[src/rtl/alarm_controller_if.sv]
// Timer handshake between the alarm controller (requester) and the countdown timer.
interface alarm_controller_if;
    logic       start_timer;
    logic [3:0] value;
    logic       expired;
    logic       one_hz_enable;

    modport master (output start_timer, value, input expired, one_hz_enable);
    modport slave  (input start_timer, value, output expired, one_hz_enable);
endinterface

[src/rtl/alarm_controller.sv]
// Anti-theft alarm FSM: watches ignition and doors, programs the countdown timer,
// drives the siren and the status LED.
module alarm_controller #(
    parameter logic [3:0] T_ARM_DELAY       = 4'd6,
    parameter logic [3:0] T_DRIVER_DELAY    = 4'd8,
    parameter logic [3:0] T_PASSENGER_DELAY = 4'd15,
    parameter logic [3:0] T_ALARM_ON        = 4'd10
) (
    input  logic                clock,
    input  logic                reset,
    input  logic                ignition,
    input  logic                door_driver,
    input  logic                door_pass,
    input  logic                reprogram,
    input  logic [1:0]          time_param_sel,
    input  logic [3:0]          time_value,
    alarm_controller_if.master  tmr,
    output logic                siren_on,
    output logic                status_led
);
    typedef enum logic [2:0] {
        ARMED           = 3'd0,
        TRIGGERED       = 3'd1,
        SOUND_ALARM     = 3'd2,
        DISARMED        = 3'd3,
        WAIT_DOOR_OPEN  = 3'd4,
        WAIT_DOOR_CLOSE = 3'd5,
        ARM_DELAY       = 3'd6
    } state_t;

    localparam logic [1:0] SEL_ARM = 2'd0, SEL_DRV = 2'd1, SEL_PAS = 2'd2, SEL_ALM = 2'd3;

    state_t     state;
    logic [3:0] tregs [4];
    logic [1:0] guard;
    logic [1:0] door_q;
    logic       in_armed_q;
    logic       exp_ok;
    logic       any_door;
    logic       door_opened;

    // A freshly loaded timer still shows its idle expired level for a couple of cycles.
    assign exp_ok      = tmr.expired && (guard == 2'd0);
    assign any_door    = door_driver || door_pass;
    assign door_opened = (door_driver && !door_q[1]) || (door_pass && !door_q[0]);

    always_ff @(posedge clock or posedge reset) begin
        if (reset) begin
            state           <= ARMED;
            tmr.start_timer <= 1'b0;
            tmr.value       <= 4'd0;
            siren_on        <= 1'b0;
            status_led      <= 1'b0;
            guard           <= 2'd0;
            door_q          <= 2'b00;
            in_armed_q      <= 1'b0;
            tregs[SEL_ARM]  <= T_ARM_DELAY;
            tregs[SEL_DRV]  <= T_DRIVER_DELAY;
            tregs[SEL_PAS]  <= T_PASSENGER_DELAY;
            tregs[SEL_ALM]  <= T_ALARM_ON;
        end else begin
            tmr.start_timer <= 1'b0;
            door_q          <= {door_driver, door_pass};
            in_armed_q      <= (state == ARMED);
            siren_on        <= (state == SOUND_ALARM);
            guard           <= (guard != 2'd0) ? guard - 2'd1 : 2'd0;

            // LED restarts from 0 on every entry into ARMED, then blinks at the timer's 1 Hz rate.
            case (state)
                ARMED:                  status_led <= (in_armed_q ? status_led : 1'b0) ^ tmr.one_hz_enable;
                TRIGGERED, SOUND_ALARM: status_led <= 1'b1;
                default:                status_led <= 1'b0;
            endcase

            if (reprogram) begin
                tregs[time_param_sel] <= time_value;
                state                 <= ARMED;
                guard                 <= 2'd0;
            end else if (ignition && state != DISARMED) begin
                state <= DISARMED;
            end else begin
                case (state)
                    ARMED: begin
                        if (door_driver) begin
                            tmr.start_timer <= 1'b1;
                            tmr.value       <= tregs[SEL_DRV];
                            guard           <= 2'd2;
                            state           <= TRIGGERED;
                        end else if (door_pass) begin
                            tmr.start_timer <= 1'b1;
                            tmr.value       <= tregs[SEL_PAS];
                            guard           <= 2'd2;
                            state           <= TRIGGERED;
                        end
                    end
                    TRIGGERED: begin
                        if (exp_ok) begin
                            tmr.start_timer <= 1'b1;
                            tmr.value       <= tregs[SEL_ALM];
                            guard           <= 2'd2;
                            state           <= SOUND_ALARM;
                        end
                    end
                    SOUND_ALARM: begin
                        if (any_door) begin
                            tmr.start_timer <= 1'b1;
                            tmr.value       <= tregs[SEL_ALM];
                            guard           <= 2'd2;
                        end else if (exp_ok) begin
                            state <= ARMED;
                        end
                    end
                    DISARMED: begin
                        if (!ignition) state <= WAIT_DOOR_OPEN;
                    end
                    WAIT_DOOR_OPEN: begin
                        if (door_driver) state <= WAIT_DOOR_CLOSE;
                    end
                    WAIT_DOOR_CLOSE: begin
                        if (!any_door) begin
                            tmr.start_timer <= 1'b1;
                            tmr.value       <= tregs[SEL_ARM];
                            guard           <= 2'd2;
                            state           <= ARM_DELAY;
                        end
                    end
                    ARM_DELAY: begin
                        if (door_opened) begin
                            tmr.start_timer <= 1'b1;
                            tmr.value       <= tregs[SEL_ARM];
                            guard           <= 2'd2;
                        end else if (exp_ok) begin
                            state <= ARMED;
                        end
                    end
                    default: state <= ARMED;
                endcase
            end
        end
    end
endmodule
[src/flat_wrapper.sv]
// flat-port wrapper written by rule: the top's interface ports become plain ports
module alarm_controller_flat 
#(
    parameter logic [3:0] T_ARM_DELAY       = 4'd6,
    parameter logic [3:0] T_DRIVER_DELAY    = 4'd8,
    parameter logic [3:0] T_PASSENGER_DELAY = 4'd15,
    parameter logic [3:0] T_ALARM_ON        = 4'd10
)
  (clock, reset, ignition, door_driver, door_pass, reprogram, time_param_sel, time_value, siren_on, status_led, tmr_start_timer, tmr_value, tmr_expired, tmr_one_hz_enable);
  alarm_controller_if tmr_i ();
  input  logic clock;
  input  logic reset;
  input  logic ignition;
  input  logic door_driver;
  input  logic door_pass;
  input  logic reprogram;
  input  logic [1:0] time_param_sel;
  input  logic [3:0] time_value;
  output logic siren_on;
  output logic status_led;
  output wire logic [$bits(tmr_i.start_timer)-1:0] tmr_start_timer;
  output wire logic [$bits(tmr_i.value)-1:0] tmr_value;
  input wire logic [$bits(tmr_i.expired)-1:0] tmr_expired;
  input wire logic [$bits(tmr_i.one_hz_enable)-1:0] tmr_one_hz_enable;
  assign tmr_start_timer = tmr_i.start_timer;
  assign tmr_value = tmr_i.value;
  assign tmr_i.expired = tmr_expired;
  assign tmr_i.one_hz_enable = tmr_one_hz_enable;
  alarm_controller #(.T_ARM_DELAY(T_ARM_DELAY), .T_DRIVER_DELAY(T_DRIVER_DELAY), .T_PASSENGER_DELAY(T_PASSENGER_DELAY), .T_ALARM_ON(T_ALARM_ON)) u_core (.clock(clock), .reset(reset), .ignition(ignition), .door_driver(door_driver), .door_pass(door_pass), .reprogram(reprogram), .time_param_sel(time_param_sel), .time_value(time_value), .tmr(tmr_i), .siren_on(siren_on), .status_led(status_led));
endmodule
[config.mk]
export PLATFORM = sky130hd
export DESIGN_NAME = alarm_controller_flat
export DESIGN_NICKNAME = d
export VERILOG_FILES = /design/src/rtl/alarm_controller_if.sv /design/src/rtl/alarm_controller.sv /design/src/flat_wrapper.sv
export SDC_FILE = /design/constraint.sdc
export NUM_CORES = 1
export LEC_CHECK = 0
export ABC_AREA = 1
export CAP_MARGIN = 20
export CORE_MARGIN = 5
export CORE_UTILIZATION = 50
export DETAILED_ROUTE_END_ITERATION = 12
export PLACE_DENSITY = 0.73
export SYNTH_ARGS = -nofsm -noshare
export SYNTH_HDL_FRONTEND = slang
export SYNTH_SLANG_ARGS = --single-unit
[constraint.sdc]
create_clock -name clock -period 2.3 [get_ports clock]
set_clock_uncertainty 0.1 [all_clocks]
set_input_delay 0.46 -clock clock [delete_from_list [all_inputs] [get_ports clock]]
set_output_delay 0.46 -clock clock [all_outputs]
set_load 0.01 [all_outputs]
After elaboration in Yosys (flattened, before gate mapping)
Cells that the tools add are included.
- input port bits: 14
- output and inout bits: 7
- bits in registers: 31
- word-level logic and storage cells: 97
- add/subtract/negate cells: 1
- order comparisons: 2
- eq/ne operators: 19
- reduce and logical (&&, ||, !) cells: 16
- mux-type cells: 43
- bitwise operators: 4
- operators with widths (kind ; count):
    two-way mux 3 bit ; 11
    two-way mux 4 bit ; 7
    one-hot mux 3 bit (7 select lines) ; 1
    one-hot mux 4 bit (5 select lines) ; 1
    two-way mux 2 bit ; 9
    bitwise mux 16 bit ; 1
    inequality test 4 bit, second input constant ; 3
    one-hot mux 2 bit (5 select lines) ; 1
    equality test 3 bit, second input constant ; 3
    two-way mux 1 bit ; 9
    demux 4 bit (select 2 bit) ; 1
    inequality test 4 x 3 -> 1 bit, second input constant ; 2
    AND reduction 8 bit ; 1
    AND reduction 7 bit ; 1
    equality test 3 x 2 -> 1 bit, second input constant ; 2
    inequality test 2 x 1 -> 1 bit, second input constant ; 3
    logical AND 1 bit ; 5
    inequality test 5 bit, second input constant ; 1
    one-hot mux 1 bit (5 select lines) ; 1
    nonzero test 5 bit ; 1
    inequality test 4 x 2 -> 1 bit, second input constant ; 1
    equality test 3 x 1 -> 1 bit, second input constant ; 1
    greater-or-equal comparator 3 bit, second input constant ; 1
    zero test 3 bit ; 1
    other kinds (14) ; 17

Logic depth before layout (Yosys ltp)
- depth in word-level cells: 7
- mapped depth: 10
- gate-level depth less buffers: 10

Worst setup path after synthesis
No wires, ideal clock.
- kind: register -> register
- from: register u_core.state[2]
- to: register u_core.tmr.value[0]
- required time: 2.082 ns
- stages on the path, launching flop included: 10
- clock period less this slack: 1.338 ns
- path buffers: 1
- path slack: 0.962 ns
- data arrival time: 1.121 ns
- setup time: 0.118 ns
- cells stage by stage: dfrtp_1 > buf_4 > inv_2 > nand3_1 > nand2_2 > nand2_4 > clkinv_8 > nand2_4 > nand2_1 > nand2_1
- word-level cells in the longest chain between the ends: 4
- elaborated cells on any way between the ends: 16
- classes of those cells: eq/ne: 10; mux: 1; bitwise: 1; reduce/logical: 4
- RTL lines (item ; RTL line ; source):
    from (decl) ; alarm_controller.sv:33 ; state_t state;
    from (signal assigned) ; alarm_controller.sv:49 ; state <= ARMED;
    from (signal assigned) ; alarm_controller.sv:77 ; state <= ARMED;
    from (signal assigned) ; alarm_controller.sv:80 ; state <= DISARMED;
    parallel branches: the longest is 4 deep, another holds AND reduction 8 bit ; n/a ;
    to (signal assigned) ; alarm_controller.sv:86 ; tmr.value <= tregs[SEL_DRV];
    to (signal assigned) ; alarm_controller.sv:91 ; tmr.value <= tregs[SEL_PAS];
    to (signal assigned) ; alarm_controller.sv:99 ; tmr.value <= tregs[SEL_ALM];
    to (decl) ; alarm_controller_if.sv:8 ; modport master (output start_timer, value, input expired, one_hz_enable);
Several ways; the timed one is not identified.
A chain may end at the register's enable or synchronous reset.

Worst setup path in the final report
- from: register u_core.tmr.value[0]
- to: output tmr_value[0]
- RTL lines (item ; RTL line ; source):
    to (decl) ; flat_wrapper.sv:22 ; output wire logic [$bits(tmr_i.value)-1:0] tmr_value;
No word-level cell between the ends.

==> impl_results.md <==
* CP max stage cell: clkdlybuf4s50_1
* Most frequent cells in the layout: nand2_1 (74), dfrtp_1 (22), nand3_1 (21)
* Min Hold Slack at 0.3841 ns
* Layout cells sized above 1 at 16.23%
* CTS tree: built
* Most common cell after layout, fill and taps aside: nand2_1
* Final HPWL DP at 2.486 mm
* DIE HEIGHT at 66.33 um
* CP Launch Type: flop
* Worst-Margin Slew at 0.4246 ns
* Fin crit period at 1.779 ns
* Setup Total Neg Slack at 0 ns
* Via count at 1325
* Core area at 3053 sq um
* Max Freq at 562.2 MHz
* First-pass GRT wire length at 5.754 mm
* H-tree depth at 2
* GPL Wtd Cong at 0.9281
* Crit share post-route at 77.33%
* Largest net degree at the start of global routing at 32
* Reg2reg path depth at 9
* DRC at 0
* Crit Path Max Fanout at 2
* Chip width at 66.33 um
* Distinct cell type count after synthesis at 24
* Max VDD drop at 0.3982 mV
* CP delay by family, top: buffers and inverters
* Routed WL per cell at 11.69 um
* Syn Area/Cell at 7.893 sq um
* Total power at 1.488 mW
* Std cell rows at 20
* Syn Inst Count at 201
* Clock Tree Root: clkbuf_4
* Post-CTS sizing at 0
* Dpl cells at 264
* Maximum clock path buffer count at 2
* I/O pins at 21
* Status: complete, no violations
* Endpoints failing hold at 0
* ANT cells at 0
* Initial Utilization at 51.97%
* Total die area at 4400 sq um
* Sink of the worst hold path: u_core.tmr.value[1]
* Synthesis-to-finish area growth at 19.64%
* Sink Count at 31
* Routed Antenna Nets at 0
* Max Cap Violations at 0
* Synth Cell Area at 1587 sq um
* Pins Over Slew Limit at 0
* Lkg Pwr at 0.9674 nW
* DRT Pass-1 Iters at 4
* Skew-Pair Late Insertion Delay at 0.31 ns
* YS warnings at 0
* DR vias/cell at 4.871
* #FFs+latches synth at 31
* Total global-route track usage at 17.04%
* Worst Path Arrival at 1.22 ns
* Final wirelength at 3.180 mm
* CTS buffer count at 5
* R2r endpoint: u_core.state[2]
* Slew margin rel. at 71.69%
* Buffer count from post-CTS setup fixing at 0
* Final setup margin at 0.5213 ns
* Final core utilization at 62.17%
* Non-Filler Instances at 272
* Initial antenna violation count at 0
* WP buf/inv at 1
* Vias in the first global route at 1328
* Syn Nets at 215
* RSZ-0062 raised after global routing: false
* Total placed instance area at 1838 sq um
* CTS hold repair buffers at 0
* Setup Slack @ Placement at 0.2486 ns
* Endpoints failing setup at 0
* Critical path class: flop to primary output
* Min-delay src: u_core.tmr.value[1]
* CP cell instances: clkdlybuf4s50_1
* Final nets at 241
* PD cells at 784.1 nW/um^2
* R2r setup slk at 0.68 ns
* Worst flop-to-flop path startpoint: u_core.state[2]
* Initial DRC Count at 99
* Crit end category: primary output
* WHS Path Cells at 2
* WP data required at 1.74 ns
* Design area at 1898 sq um
* Seq/Total Area, Yosys at 49.61%
* Grt total ovfl at 0
* Port bufs at 20
* CP max stage delay at 0.54 ns
* Clk slew on worst S/H paths at 0.09 ns
* Worst Hold Class: flop to flop
cell families after synthesis:
logic type	synth area share [%]
XOR/XNOR	0.5522
flip-flops	49.61
AO/OA/AOI/OAI	8.123
AND/OR/NAND/NOR	34.54
buffers and inverters	7.177
Yosys cell counts (all sizes together):
cell	instances	area, sq um
clkinv	1	16.27
xor2	1	8.760
clkbuf	1	3.750
and3	1	6.260
dfstp	9	236.5
inv	23	86.33
nand3	22	122.6
buf	1	7.510
o22ai	2	12.51
o21a	1	7.510
dfrtp	22	550.5
a21oi	2	10.01
nand2	81	331.6
nor3b	1	7.510
o21ai	19	98.84
nor2	14	80.07
metal layers:
metal  vias up  global-route usage, %  routed length [um]
li1        688                      -                   -
met1       596                  20.06                1390
met2        39                  29.37                1598
met3         2                  4.592                 173
met4         0                  6.345                  19
met5         -                      0                   0
power breakdown:
group | internal (mW) | switching (mW) | total (mW)
sequential | 0.664 | 0.0677 | 0.732
clock | 0.148 | 0.167 | 0.315
combinational | 0.197 | 0.244 | 0.441
layout make-up:
type / instances / area (sq um)
clock inverter: 1 / 5.005
tap: 44 / 55.05
multi-input combinational: 144 / 685.7
sequential: 31 / 787.0
clock buffer: 7 / 55.05
timing repair buffer: 21 / 207.7
fill: 284 / 1155
inverter: 24 / 102.6
worst max-delay path by stage:
stage                     cells after the start  slack [ns]                  end                start
after global routing                         10        0.44      u_core.state[1]          door_driver
after detailed placement                     10        0.25      u_core.state[2]          door_driver
final                                         1        0.52         tmr_value[0]  u_core.tmr.value[0]
after CTS                                     1        0.50         tmr_value[0]  u_core.tmr.value[0]
after floorplan                               9        0.96  u_core.tmr.value[0]      u_core.state[2]
after global placement                       10        0.31      u_core.state[2]          door_driver
flip-flops by register name (all words and copies together) (netlist names):
name                    flops
u_core.tmr.start_timer      1
u_core.tmr.value            4
u_core.guard                2
u_core.siren_on             1
u_core.door_q               2
u_core.tregs               16
u_core.state                3
u_core.in_armed_q           1
u_core.status_led           1
Note: power is estimated with default switching activity, not from simulation.
